==> config.mk <==
export PLATFORM = sky130hd
export DESIGN_NAME = stack_ctrl
export DESIGN_NICKNAME = d
export VERILOG_FILES = /design/src/rtl/stack_pkg.sv /design/src/rtl/sp_update.sv /design/src/rtl/stack_ctrl.sv
export SDC_FILE = /design/constraint.sdc
export NUM_CORES = 1
export LEC_CHECK = 0
export BUFFER_PORTS_ARGS = -buffer_cell sky130_fd_sc_hd__buf_2
export CAP_MARGIN = 15
export CORE_MARGIN = 1
export CORE_UTILIZATION = 53
export CTS_BUF_LIST = sky130_fd_sc_hd__clkbuf_8
export DETAILED_ROUTE_END_ITERATION = 12
export GPL_TIMING_DRIVEN = 0
export PLACE_DENSITY = 0.92
export SLEW_MARGIN = 20
export SYNTH_ARGS = -nofsm -noshare
export SYNTH_HDL_FRONTEND = slang
export SYNTH_SLANG_ARGS = --single-unit
export TNS_END_PERCENT = 50
==> constraint.sdc <==
create_clock -name clk -period 2.84 [get_ports clk]
set_input_delay 0 -clock clk [delete_from_list [all_inputs] [get_ports clk]]
set_output_delay 0 -clock clk [all_outputs]
set_load 0.005 [all_outputs]
==> src/rtl/stack_pkg.sv <==
// Shared definitions for the stack sequencer: opcodes, FSM encoding and word step.
package stack_pkg;

  localparam logic [1:0] OP_PUSH = 2'b00;
  localparam logic [1:0] OP_POP  = 2'b01;
  localparam logic [1:0] OP_CALL = 2'b10;
  localparam logic [1:0] OP_RET  = 2'b11;

  localparam int WORD_STEP = 2;

  typedef enum logic [2:0] {
    ST_IDLE  = 3'd0,
    ST_WRITE = 3'd1,
    ST_READ  = 3'd2,
    ST_DONE  = 3'd3,
    ST_ERR   = 3'd4
  } state_t;

  // CALL behaves as PUSH and RET as POP; only the opcode differs.
  function automatic logic is_write_op(input logic [1:0] op);
    return (op == OP_PUSH) || (op == OP_CALL);
  endfunction

endpackage

==> src/rtl/sp_update.sv <==
// Stack pointer arithmetic and full/empty detection for a full-descending stack.
module sp_update
  import stack_pkg::*;
#(
  parameter int           W        = 16,
  parameter logic [W-1:0] SP_INIT  = 16'h1000,
  parameter logic [W-1:0] SP_LIMIT = 16'h0E00
) (
  input  logic [W-1:0] sp,
  output logic [W-1:0] sp_inc,
  output logic [W-1:0] sp_dec,
  output logic         full,
  output logic         empty
);

  assign sp_inc = sp + W'(WORD_STEP);
  assign sp_dec = sp - W'(WORD_STEP);
  assign full   = (sp == SP_LIMIT);
  assign empty  = (sp == SP_INIT);

endmodule

==> src/rtl/stack_ctrl.sv <==
// Stack sequencer: sole owner of SP, bounds checking and the single memory access per command.
module stack_ctrl
  import stack_pkg::*;
#(
  parameter int           W        = 16,
  parameter logic [W-1:0] SP_INIT  = 16'h1000,
  parameter logic [W-1:0] SP_LIMIT = 16'h0E00
) (
  input  logic         clk,
  input  logic         rst_n,
  input  logic         cmd_valid,
  output logic         cmd_ready,
  input  logic [1:0]   cmd_op,
  input  logic [W-1:0] cmd_data,
  output logic         done,
  output logic         err,
  output logic [W-1:0] rd_data,
  output logic [W-1:0] sp,
  output logic         mem_req,
  output logic         mem_we,
  output logic [W-1:0] mem_addr,
  output logic [W-1:0] mem_wdata,
  input  logic [W-1:0] mem_rdata,
  input  logic         mem_ack
);

  state_t       state_r, state_s;
  logic [W-1:0] sp_r, sp_s;
  logic [W-1:0] rd_data_r, rd_data_s;
  logic         done_r, done_s;
  logic         err_r, err_s;
  logic         mem_req_r, mem_req_s;
  logic         mem_we_r, mem_we_s;
  logic [W-1:0] mem_addr_r, mem_addr_s;
  logic [W-1:0] mem_wdata_r, mem_wdata_s;

  logic [W-1:0] sp_inc_s, sp_dec_s;
  logic         full_s, empty_s;

  sp_update #(
    .W        (W),
    .SP_INIT  (SP_INIT),
    .SP_LIMIT (SP_LIMIT)
  ) u_sp_update (
    .sp     (sp_r),
    .sp_inc (sp_inc_s),
    .sp_dec (sp_dec_s),
    .full   (full_s),
    .empty  (empty_s)
  );

  // Next-state and next-output logic; memory request fields stay stable until ack.
  always_comb begin
    state_s     = state_r;
    sp_s        = sp_r;
    rd_data_s   = rd_data_r;
    done_s      = 1'b0;
    err_s       = 1'b0;
    mem_req_s   = mem_req_r;
    mem_we_s    = mem_we_r;
    mem_addr_s  = mem_addr_r;
    mem_wdata_s = mem_wdata_r;
    case (state_r)
      ST_IDLE: begin
        if (cmd_valid) begin
          if (is_write_op(cmd_op)) begin
            if (full_s) begin
              state_s = ST_ERR;
              done_s  = 1'b1;
              err_s   = 1'b1;
            end else begin
              state_s     = ST_WRITE;
              mem_req_s   = 1'b1;
              mem_we_s    = 1'b1;
              mem_addr_s  = sp_dec_s;
              mem_wdata_s = cmd_data;
            end
          end else begin
            if (empty_s) begin
              state_s = ST_ERR;
              done_s  = 1'b1;
              err_s   = 1'b1;
            end else begin
              state_s    = ST_READ;
              mem_req_s  = 1'b1;
              mem_we_s   = 1'b0;
              mem_addr_s = sp_r;
            end
          end
        end else begin
          state_s = ST_IDLE;
        end
      end
      ST_WRITE: begin
        if (mem_ack) begin
          state_s   = ST_DONE;
          sp_s      = sp_dec_s;
          mem_req_s = 1'b0;
          mem_we_s  = 1'b0;
          done_s    = 1'b1;
        end else begin
          state_s = ST_WRITE;
        end
      end
      ST_READ: begin
        if (mem_ack) begin
          state_s   = ST_DONE;
          sp_s      = sp_inc_s;
          rd_data_s = mem_rdata;
          mem_req_s = 1'b0;
          done_s    = 1'b1;
        end else begin
          state_s = ST_READ;
        end
      end
      ST_DONE: state_s = ST_IDLE;
      ST_ERR:  state_s = ST_IDLE;
      default: begin
        state_s   = ST_IDLE;
        mem_req_s = 1'b0;
        mem_we_s  = 1'b0;
      end
    endcase
  end

  // State, SP and registered outputs; reset abandons any in-flight access.
  always_ff @(posedge clk or negedge rst_n) begin
    if (!rst_n) begin
      state_r     <= ST_IDLE;
      sp_r        <= SP_INIT;
      rd_data_r   <= {W{1'b0}};
      done_r      <= 1'b0;
      err_r       <= 1'b0;
      mem_req_r   <= 1'b0;
      mem_we_r    <= 1'b0;
      mem_addr_r  <= {W{1'b0}};
      mem_wdata_r <= {W{1'b0}};
    end else begin
      state_r     <= state_s;
      sp_r        <= sp_s;
      rd_data_r   <= rd_data_s;
      done_r      <= done_s;
      err_r       <= err_s;
      mem_req_r   <= mem_req_s;
      mem_we_r    <= mem_we_s;
      mem_addr_r  <= mem_addr_s;
      mem_wdata_r <= mem_wdata_s;
    end
  end

  assign cmd_ready = (state_r == ST_IDLE);
  assign done      = done_r;
  assign err       = err_r;
  assign rd_data   = rd_data_r;
  assign sp        = sp_r;
  assign mem_req   = mem_req_r;
  assign mem_we    = mem_we_r;
  assign mem_addr  = mem_addr_r;
  assign mem_wdata = mem_wdata_r;

endmodule
# Word-level counts from Yosys, hierarchy flattened
# Cells that the tools add are included.
# totals
ff_bits	71
out_inout_bits	69
input_bits	38
word_cells	72
# classes
add_sub_neg	2
n_bitwise	3
n_mux	30
n_reduce_logical	13
n_eq_ne	15
# op_table
op	count
16-bit two-way mux	5
16-bit case mux with 2 select lines	1
16-bit by 2-bit adder with 16-bit output, second input constant	1
16-bit by 12-bit == test with 1-bit output, second input constant	1
16-bit by 13-bit == test with 1-bit output, second input constant	1
16-bit by 2-bit subtractor with 16-bit output, second input constant	1
1-bit two-way mux	15
3-bit two-way mux	4
5-bit AND reduction	2
3-bit case mux with 3 select lines	1
2-bit != test, second input constant	4
4-bit AND reduction	2
3-bit by 2-bit == test with 1-bit output, second input constant	2
1-bit case mux with 3 select lines	2
2-bit by 1-bit != test with 1-bit output, second input constant	2
2-bit OR reduction	2
3-bit by 1-bit == test with 1-bit output, second input constant	1
3-bit == test, second input constant	1
3-bit logical NOT	1
3-bit by 2-bit != test with 1-bit output, second input constant	1
3-bit != test, second input constant	1
1-bit NOT	3
3-bit AND reduction	1
3-bit OR reduction	1
7 further kinds	7

# Depth between registers and ports, before layout
# Gate-level depths: netlist of run 1.
# logic_depth
ltp_word	5
depth_mapped	8
ltp_nobuf	6

# By module
# A second synthesis of run 1 with hierarchy kept.
# unflattened
hier_cells	372
hier_area_um2	3628.5
# modules_own_cells
module	n_inst	seq_area_each_um2	cells_per_inst	area_per_inst_um2
stack_ctrl	1	1752.9	278	2989.1
sp_update	1	0.0	94	639.4

# Worst setup path after synthesis of run 1
# No wires, ideal clock.
# synth_timing
kind	flip-flop to flip-flop
startpoint	register sp_r[1], in the netlist sp[1]
endpoint	register mem_addr_r[10], in the netlist mem_addr[10]
t_required_ns	2.715
path_stages_with_launch	9
n_path_buf	2
period_less_slack_ns	2.247
arrival_ns	2.121
setup_time_ns	0.125
setup_slack_ns	0.593
path_cell_list	dfrtp_1 > inv_1 > ha_1 > nor4b_1 > nand4_1 > a22o_1 > buf_6 > buf_6 > mux2_4
# synth_via
elab_chain_len	3
elab_cells_between_ends	8
classes_between	add/sub: 1; eq/ne: 4; mux: 2; reduce/logical: 1
# synth_rtl
item	line	rtl
from (decl)	stack_ctrl.sv:28	logic [W-1:0] sp_r, sp_s;
from (signal assigned)	stack_ctrl.sv:140	sp_r <= sp_s;
16-bit by 2-bit subtractor with 16-bit output, or another cell as far along	sp_update.sv:17	assign sp_dec = sp - W'(WORD_STEP);
16-bit two-way mux, or another cell as far along	stack_ctrl.sv:67	if (full_s) begin
16-bit two-way mux or 4-bit AND reduction (tied branches)	--	
to (signal assigned)	stack_ctrl.sv:136	mem_addr_r <= {W{1'b0}};
to (signal assigned)	stack_ctrl.sv:146	mem_addr_r <= mem_addr_s;
to (decl)	stack_ctrl.sv:34	logic [W-1:0] mem_addr_r, mem_addr_s;
# Parallel ways exist; a longest one is shown, timed or not. The select of a mux whose other input is x is not followed.
# A chain may end at the register's enable or synchronous reset.

# Worst setup path after layout of run 1
# layout_timing
startpoint	register state_r[2]
endpoint	register rd_data_r[12], in the netlist rd_data[12]
# layout_via
elab_chain_len	2
# layout_rtl
item	line	rtl
from (decl)	stack_ctrl.sv:27	state_t state_r, state_s;
from (signal assigned)	stack_ctrl.sv:139	state_r <= state_s;
3-bit by 2-bit == test with 1-bit output	stack_ctrl.sv:63	case (state_r)
2-bit AND reduction (no line)	--	
to (signal assigned)	stack_ctrl.sv:131	rd_data_r <= {W{1'b0}};
to (signal assigned)	stack_ctrl.sv:141	rd_data_r <= rd_data_s;
to (decl)	stack_ctrl.sv:29	logic [W-1:0] rd_data_r, rd_data_s;
# No other way between the ends.

==> results of run 1 <==
kinds of logic after synthesis:
kind of cell,Yosys count,synth area share [%]
AOI/OAI and AO/OA,35,6.723
xor gates and xnor gates,27,6.868
and+or+nand+nor,86,15.26
DFF,69,50.18
other,1,0.1089
adders and majority gates,3,1.090
muxes,46,15.77
buffers and inverters,27,3.997
cell type report:
cell class,count,share of cell area (%)
clock inverter,6,1.514
tap,77,2.082
inverter,5,0.4056
timing repair buffer,136,18.66
buffer,22,2.569
clock buffer,10,2.975
multi-input combinational,199,34.45
sequential,69,37.34
state kept, by name, summed over array words and instances (netlist names):
signal,flops
mem_req,1
rd_data,16
state_r,3
mem_addr,15
mem_we,1
err,1
sp,15
done,1
mem_wdata,16
through the flow:
step / power (uW) / area, sq um / hold slack (ns)
CTS: 4826 / 4621 / 0.09952
detailed placement: 3952 / 4083 / -0.04721
global route: 5193 / 4627 / 0.1308
global placement: 3835 / 4054 / 0.2308
floorplan: 3111 / 3447 / -0.2956
finish: 4844 / 4627 / 0.1096
repair_timing:
item / in CTS / in global routing
hold endpoints to repair: 100 / 0
hold buffers: 33 / 0
setup endpoints to repair: 0 / 8
resized for setup: 0 / 1
metal layers:
layer,vias to the layer above,global-route usage (%),part of all wire (%)
li1,1366,-,-
met2,110,41.49,51
met5,-,0,0
met3,11,4.615,5.4
met1,1433,33.29,42
met4,0,10.86,1.2
power by group through the flow:
stage	sequential, uW	combinational [uW]	clock (uW)
2_1_floorplan	1800	1310	0
3_3_place_gp	1760	2080	0
3_5_place_dp	1790	2160	0
4_1_cts	1780	2210	844
5_1_grt	1850	2450	888
6_report	1790	2230	831
critical path: cells and delay by family, from the launching register on:
family / cells / cell delay, ns
AND/OR/NAND/NOR: 2 / 0.92
buffers and inverters: 3 / 0.73
flip-flops: 1 / 0.37
multiplexers: 1 / 0.37
worst max-delay path by stage:
stage,to,startpoint,slack (ns)
after floorplan,mem_addr[10]$_DFFE_PN0P_,sp[1]$_DFFE_PN0P_,0.59
after global placement,mem_addr[15]$_DFFE_PN0P_,sp[1]$_DFFE_PN0P_,0.11
after detailed placement,mem_wdata[13]$_DFFE_PN0P_,sp[1]$_DFFE_PN0P_,0.20
after CTS,mem_wdata[13]$_DFFE_PN0P_,sp[1]$_DFFE_PN0P_,0.17
after global routing,rd_data[12]$_DFFE_PN0P_,state_r[2]$_DFF_PN0_,0.16
final,rd_data[12]$_DFFE_PN0P_,state_r[2]$_DFF_PN0_,0.33
cell usage in the layout (no fill, tap or decap), types with 5 or more instances in the layout:
master,count
buf_2,106
dfrtp_1,68
mux2_2,38
dlygate4sd3_1,33
xor2_1,16
nand2_1,13
clkbuf_1,11
nand4_1,11
xnor2_1,11
a21oi_1,10
clkbuf_8,10
nand3_1,9
nor3_1,8
nor2_1,8
o21ai_0,7
mux2_4,7
inv_1,5
and3_1,5
==> summary.txt, run 1 <==
STA
  • Clock Skews: around 0.012 ns
  • Hold Vio Cnt, Final: 0
  • Highest clock rate: between 300 and 400 MHz
  • Setup ws final: approximately 0.33 ns
  • Slew Limit Headroom: 47.30%
  • Fin crit period: about 2.5 ns
  • RSZ-0062 raised after global routing: no
  • Slew @ Worst Pin: around 0.79 ns
  • Setup TNS: 0 ns
  • Final Max Slew Viols: 0
  • Final setup fails: 0
  • Part of the cycle the worst path needs: between 80 and 90%

Critical path
  • CP Data Required Time: 3.06 ns
  • Arr. time, crit path: 2.73 ns
  • Worst R2R Start: state_r[2]$_DFF_PN0_
  • Most used cell along the critical path: buf_2
  • Critical Path, Cell by Cell: buf_2 > or3b_2 > clkbuf_1 > nor2_1 > buf_2 > mux2_2
  • CP max stage delay: approximately 0.48 ns
  • FF-to-FF End: rd_data[12]$_DFFE_PN0P_
  • Worst R2R Setup Slack: between 0.3 and 0.4 ns
  • Setup crit end kind: register
  • Worst Path Max Fanout: 10
  • CP max-delay cell: nor2_1
  • R2R depth: 6
  • Critical path startpoint category: register
  • Setup CP Type: reg -> reg

Cells and area
  • Ant diodes: 0
  • Area growth from synthesis to layout: 34.38%
  • Register cell area after layout: approximately 1700 sq um
  • Cell Count, Final, Fillers Out: around 520
  • Multi-input logic area: between 1500 and 2000 sq um
  • Layout cells sized above 1: between 40% and 50%
  • Post-Route Utilization: approximately three quarters
  • NumNets Final: about 480
  • Fillcell total: approximately 450

Clocking
  • Post-CTS Setup Repair Bufs: 0
  • Clock Tree Buf Depth: 2
  • Clock Sinks: between 60 and 70
  • CTS tree: built
  • CTS root buf: clkbuf_8
  • Total CTS buffers: 9
  • Skew-Pair Late Insertion Delay: ~0.34 ns
  • Clk slew on worst S/H paths: ~0.08 ns
  • H-Tree Depth: 3

Global routing
  • Total gr overflow: 0
  • Largest net degree at the start of global routing: 43
  • Number of global-route vias before repair: roughly 2800
  • First-pass GRT wire length: 12840 microns
  • Global Route Usage Sum: 25.45%
  • Initial antenna violation count: 0

Route
  • Via density: about 5.6
  • Routed Wire Length: around 8500 microns
  • DR WL/cell: 16.19 microns
  • Via count: ~2900
  • DRT Pass-1 Iters: 4
  • Residual DRC count: 0
  • Remaining antenna violation count: 0
  • DR iter-0 viols: approximately 180

Synthesis
  • Post-synth ARST share: 100.0%
  • Syn Area/Cell: around 12 sq um
  • Synth Flop Type: dfrtp_1
  • EDFF count, synth: 0
  • Synth Register Bits: a little under 70
  • Mapped cell area: around 3400 sq um
  • Ys Warns: 0
  • Commonest cells post-synth: dfrtp_1 (68), mux2_2 (38), xor2_1 (16), nand2_1 (13)
  • Yosys top cell area share: 49.42%
  • Cell count after synthesis: slightly below 300
  • Number of unique standard cell types used by synthesis: 55
  • Sequential area share after synthesis: 50.18%
  • Synth top area cells: dfrtp_1 (49%), mux2_2 (12%), xor2_1 (4.1%)
  • Post-synth top area cell: dfrtp_1
  • Top-count cell post-synth: dfrtp_1

Die
  • I/O pins: about 110
  • Die Ht: 82.60 microns
  • Die footprint: around 6800 sq um
  • Die X-Extent: 82.60 microns
  • Row count: 29
  • Core area: 6314 sq um
  • Starting density of the core: 54.54%

Pwr
  • Comb power frac: roughly 46%
  • P per Cell Area: about 1000 nW/um^2
  • Seq pwr share: 36.9%
  • Pint: 3005 uW
  • Static Leak: 0.002168 uW
  • Sw Pwr: approximately 1800 uW
  • Switching part of the total power: roughly 38%
  • Peak supply drop: 587.5 uV
  • Clock Power Share: 17.1%

Placement
  • # placed instances: between 400 and 500
  • DP Worst Slack: approximately 0.20 ns
  • GP Congestion: roughly 0.90
  • DP Wirelength: 5751 microns
  • Port bufs: approximately 100

Run
  • Max cap viols: 0

Worst hold path
  • Hold Crit Class: in -> async

Outcome
  • Outcome: finished, final reports clean
No activity file was read; power rests on OpenSTA's default activity.
==> inputs of run 2 (changes only) <==
--- a/config.mk
+++ b/config.mk
@@ -6,4 +6,5 @@
 export NUM_CORES = 1
 export LEC_CHECK = 0
+export ABC_CLOCK_PERIOD_IN_PS = 2840
 export BUFFER_PORTS_ARGS = -buffer_cell sky130_fd_sc_hd__buf_2
 export CAP_MARGIN = 15
==> constraint.sdc (replaced) <==
create_clock -name clk -period 2.84 [get_ports clk]
set_input_delay 0.426 -clock clk [delete_from_list [all_inputs] [get_ports clk]]
set_output_delay 0.426 -clock clk [all_outputs]
set_load 0.005 [all_outputs]
==> run 2 against run 1 <==
The flow now finishes with violations (hold timing); die area is the same; critical path type unchanged; count of clock-buffer cells in the layout unchanged; wire length shrank 7.2%; largest cell class unchanged; sequential share of layout area rose by 2.9 points; critical endpoint unchanged; hold slack worse by 0.13 ns; design area shrank 7.1%; register-to-register slack barely moved.
==> summary.txt, run 2 (synthesis gave the netlist of run 1 again) <==
Clocking
  • Clk slew on worst S/H paths: 0.08 ns
  • Total CTS buffers: 9
  • H-Tree Depth: 3
  • Skew-Pair Late Insertion Delay: 0.35 ns
  • Post-CTS Setup Repair Bufs: 0
  • CTS root buf: clkbuf_8
  • CTS tree: built
  • Clock Sinks: between 60 and 70
  • Clock Tree Buf Depth: 2

Critical path
  • Most used cell along the critical path: buf_2
  • Arr. time, crit path: about 2.8 ns
  • Worst R2R Start: state_r[2]$_DFF_PN0_
  • CP max-delay cell: nor2_1
  • Critical path startpoint category: register
  • Worst R2R Setup Slack: approximately 0.32 ns
  • Critical Path, Cell by Cell: buf_2 > or3b_2 > clkbuf_1 > nor2_1 > buf_2 > mux2_2
  • Setup crit end kind: register
  • FF-to-FF End: rd_data[12]$_DFFE_PN0P_
  • CP max stage delay: about 0.48 ns
  • Worst Path Max Fanout: 10
  • CP Data Required Time: between 3 and 4 ns
  • WP buf/inv: 3
  • R2R depth: 6
  • Setup CP Type: reg -> reg
  • Largest delay contributor family on the critical path: simple AND/OR/NAND/NOR gates

Pwr
  • P per Cell Area: around 1100 nW/um^2
  • Static Leak: 0.002031 uW
  • Design Power: ~4800 uW
  • Peak supply drop: between 500 and 600 uV

Cells and area
  • Area growth from synthesis to layout: 24.78%
  • Layout cells sized above 1: between 40% and 50%
  • Design Area, Final: ~4300 sq um
  • Commonest non-fill, non-tap cell in the layout: buf_2
  • Most frequent cells in the layout: buf_2 (106), dfrtp_1 (68), mux2_2 (38), xor2_1 (16), nand2_1 (13)
  • Cell Count, Final, Fillers Out: about 500
  • Ant diodes: 0
  • NumNets Final: 450

STA
  • Final Max Slew Viols: 0
  • RSZ-0062 raised after global routing: no
  • Setup TNS: 0 ns
  • Slew @ Worst Pin: between 0.7 and 0.8 ns
  • Highest clock rate: a little under 400 MHz
  • Hold Vio Cnt, Final: 12
  • Worst Hold Margin: -0.01808 ns
  • Fin crit period: ~2.5 ns
  • Final setup fails: 0
  • Slew Limit Headroom: 47.14%
  • Clock Skews: 0.01035 ns
  • Part of the cycle the worst path needs: 88.61%

Global routing
  • Initial antenna violation count: 0
  • Total gr overflow: 0
  • First-pass GRT wire length: around 12000 microns
  • Largest net degree at the start of global routing: 43
  • Global Route Usage Sum: a little under a quarter
  • Number of global-route vias before repair: approximately 2500

Route
  • Via density: 5.668
  • Routed Wire Length: ~7900 microns
  • Remaining antenna violation count: 0
  • DR WL/cell: about 16 microns
  • Via count: between 2000 and 3000
  • DR iter-0 viols: 183
  • Residual DRC count: 0
  • DRT Pass-1 Iters: 4

Placement
  • # placed instances: between 400 and 500
  • DP Wirelength: around 5800 microns
  • Port bufs: 102
  • Area of placed instances: just over 4000 sq um
  • GP Congestion: approximately 0.9

Die
  • Starting density of the core: 54.54%
  • Die X-Extent: approximately 83 microns
  • Row count: 29
  • Core area: 6314 sq um
  • I/O pins: approximately 110
  • Die Ht: between 80 and 90 microns
  • Die footprint: 6823 sq um

Outcome
  • Failing checks: hold timing
  • Outcome: finished, violations left

Run
  • Max cap viols: 0

Worst hold path
  • Hold Crit Class: in -> async
-- run 2: report_power, final --
part / switching, uW / internal [uW] / total (uW)
logic: 1090 / 1080 / 2170
clock network: 399 / 435 / 834
registers: 325 / 1460 / 1780
-- run 2: how the worst max path moves through the flow --
stage                              start                         to  slack [ns]  cells after the start
finish              state_r[2]$_DFF_PN0_    rd_data[12]$_DFFE_PN0P_        0.32                      6
global route           sp[7]$_DFFE_PN0P_  mem_wdata[13]$_DFFE_PN0P_        0.18                      6
CTS                    sp[1]$_DFFE_PN0P_  mem_wdata[13]$_DFFE_PN0P_        0.17                      7
detailed placement     sp[1]$_DFFE_PN0P_  mem_wdata[13]$_DFFE_PN0P_        0.20                      7
global placement       sp[1]$_DFFE_PN0P_   mem_addr[15]$_DFFE_PN0P_        0.11                      6
floorplan              sp[1]$_DFFE_PN0P_   mem_addr[10]$_DFFE_PN0P_        0.59                      8
-- run 2: routing by layer --
layer	global-route usage [%]	wire length, microns
met4	9.828	157
met5	0	0
met2	36.78	3844
met3	5.495	506
met1	32.08	3368
-- run 2: layout make-up --
type	count	area [sq um]
clock buffer	10	137.6
clock inverter	6	70.07
fill	512	2017
buffer	22	118.9
timing repair buffer	103	533.0
sequential	69	1728
inverter	5	18.77
tap	77	96.34
multi-input combinational	199	1594
-- run 2: worst reg2reg max path, stage by stage (launching register included) --
cell and delay (ns):
dfrtp_1 0.38, buf_2 0.17, or3b_2 0.44, clkbuf_1 0.22, nor2_1 0.48, buf_2 0.34
mux2_2 0.37
-- run 2: stage by stage --
| step | hold slack (ns) | util [%] | worst slack [ns] |
|---|---|---|---|
| 2_1_floorplan | 0.1304 | - | 0.5934 |
| 3_3_place_gp | 0.4553 | 64.21 | 0.1147 |
| 3_5_place_dp | 0.3788 | 64.67 | 0.1960 |
| 4_1_cts | 0.00003669 | 67.95 | 0.1717 |
| 5_1_grt | 0.00009465 | 68.05 | 0.1838 |
| 6_report | -0.01808 | 68.05 | 0.3234 |
-- run 2: repair_timing --
action                     4_1_cts  5_1_grt
setup endpoints to repair        0        8
resized for setup                0        1
hold buffers                     0        0
==> inputs of run 3 (changes only) <==
Settings changed: PLACE_DENSITY 0.92 to 0.82.
==> run 3 against run 2 <==
The run now ends clean; clock skew fell by 0.0011 ns; critical path depth did not move; global-route usage rose by 0.30 points; total power rose by 0.45%; combinational power barely moved; cell count did not move; die area did not move; design area rose by 0.35%; count of clock-buffer cells in the layout fell by 1; wire length barely moved; core utilization rose by 0.24 points; largest cell class unchanged.
==> summary.txt, run 3 (synthesis gave the netlist of run 1 again) <==
Outcome
  • Outcome: finished, final reports clean

Critical path
  • Arr. time, crit path: approximately 2.8 ns
  • Worst R2R Setup Slack: 0.27 ns
  • R2R depth: 6
  • CP max-delay cell: nor2_1
  • CP max stage delay: ~0.52 ns
  • Setup crit end kind: register
  • Worst R2R Start: state_r[2]$_DFF_PN0_
  • Worst Path Max Fanout: 10
  • WP buf/inv: 3
  • Setup CP Type: reg -> reg
  • Critical Path, Cell by Cell: buf_2 > or3b_2 > clkbuf_1 > nor2_1 > buf_2 > mux2_2
  • Most used cell along the critical path: buf_2
  • Critical path startpoint category: register
  • FF-to-FF End: rd_data[10]$_DFFE_PN0P_
  • CP Data Required Time: a little over 3 ns
  • Largest delay contributor family on the critical path: simple AND/OR/NAND/NOR gates

Cells and area
  • Commonest non-fill, non-tap cell in the layout: buf_2
  • Register cell area after layout: ~1700 sq um
  • NumNets Final: 451
  • Design Area, Final: around 4300 sq um
  • Fillcell total: 508
  • Area growth from synthesis to layout: 25.22%
  • Most frequent cells in the layout: buf_2 (106), dfrtp_1 (68), mux2_2 (38), xor2_1 (16), nand2_1 (13)
  • Multi-input logic area: between 1500 and 2000 sq um
  • Ant diodes: 0
  • Layout cells sized above 1: between 40% and 50%

STA
  • Highest clock rate: slightly below 400 MHz
  • Final Max Slew Viols: 0
  • Clock Skews: ~0.0092 ns
  • Fin crit period: ~2.6 ns
  • Hold Vio Cnt, Final: 0
  • Slew @ Worst Pin: ~0.8 ns
  • Setup TNS: 0 ns
  • Slew Limit Headroom: between 40 and 50%
  • Final setup fails: 0
  • Part of the cycle the worst path needs: roughly nine tenths
  • RSZ-0062 raised after global routing: no

Clocking
  • Clock Sinks: 69
  • H-Tree Depth: 3
  • Clock Tree Buf Depth: 2
  • CTS root buf: clkbuf_8
  • Skew-Pair Late Insertion Delay: 0.35 ns
  • CTS tree: built
  • Clk slew on worst S/H paths: about 0.080 ns
  • Total CTS buffers: 9

Global routing
  • First-pass GRT wire length: 12210 microns
  • Largest net degree at the start of global routing: between 40 and 50
  • Initial antenna violation count: 0
  • Number of global-route vias before repair: between 2000 and 3000
  • Global Route Usage Sum: around a quarter
  • Total gr overflow: 0

Pwr
  • Static Leak: 0.002041 uW
  • Peak supply drop: 628.4 uV
  • P per Cell Area: 1116 nW/um^2

Worst hold path
  • Min-delay src: cmd_data[5]
  • Hold Path End: mem_wdata[5]$_DFFE_PN0P_
  • Hold path cells: 2
  • Hold Crit Class: in -> reg

Route
  • Via density: 5.560
  • Via count: approximately 2700
  • Residual DRC count: 0
  • DR iter-0 viols: around 220
  • DR WL/cell: between 15 and 20 microns
  • Remaining antenna violation count: 0
  • DRT Pass-1 Iters: 4
  • Routed Wire Length: 7884 microns

Die
  • Die X-Extent: about 83 microns
  • Core area: 6314 sq um
  • Row count: 29
  • Starting density of the core: 54.54%
  • Die Ht: between 80 and 90 microns
  • Die footprint: just under 7000 sq um
  • I/O pins: 107

Run
  • Max cap viols: 0

Placement
  • DP Wirelength: around 5800 microns
  • GP Congestion: around 0.86
  • Port bufs: 102
  • Area of placed instances: 4083 sq um
-- run 3: layer usage --
layer / vias to the layer above / track usage (%) / wire length, microns
li1: 1296 / - / -
met1: 1346 / 32.88 / 3538
met2: 78 / 38.51 / 3849
met3: 10 / 5.385 / 413
met4: 0 / 6.724 / 84
met5: - / 0 / 0
-- run 3: worst max-delay path by stage --
stage	start	slack, ns	endpoint	depth (start not counted)
finish	state_r[2]$_DFF_PN0_	0.27	rd_data[10]$_DFFE_PN0P_	6
global route	sp[1]$_DFFE_PN0P_	0.05	mem_wdata[13]$_DFFE_PN0P_	7
CTS	sp[1]$_DFFE_PN0P_	0.07	mem_wdata[8]$_DFFE_PN0P_	7
detailed placement	sp[1]$_DFFE_PN0P_	0.09	mem_wdata[7]$_DFFE_PN0P_	7
global placement	sp[1]$_DFFE_PN0P_	0.06	mem_addr[15]$_DFFE_PN0P_	6
floorplan	sp[1]$_DFFE_PN0P_	0.59	mem_addr[10]$_DFFE_PN0P_	8
-- run 3: through the flow --
stage | power [uW] | util, % | hold slack, ns | setup slack (ns) | cells
2_1_floorplan | 3111 | - | 0.1304 | 0.5934 | 295
3_3_place_gp | 3834 | 64.21 | 0.4610 | 0.05576 | 474
6_report | 4810 | 68.29 | 0.3005 | 0.2654 | 491
3_5_place_dp | 3944 | 64.67 | 0.3667 | 0.08808 | 475
5_1_grt | 5169 | 68.29 | 0.2990 | 0.05382 | 491
4_1_cts | 4813 | 68.19 | 0.2995 | 0.07267 | 491
-- run 3: cell type report --
class,instances,share of cell area (%)
buffer,22,2.757
clock buffer,9,2.873
clock inverter,6,2.060
inverter,5,0.4353
multi-input combinational,199,36.97
sequential,69,40.08
tap,77,2.234
timing repair buffer,104,12.59
-- run 3: report_power, final --
group | switching, uW | internal [uW]
registers | 322 | 1460
logic | 1080 | 1080
clock network | 378 | 489
-- run 3: timing repair --
item | CTS | global route
buffers inserted | 0 | 0
endpoints found under the setup margin | 0 | 15
hold buffers | 1 | 0
hold endpoints to repair | 7 | 0
gates resized for setup | 0 | 1
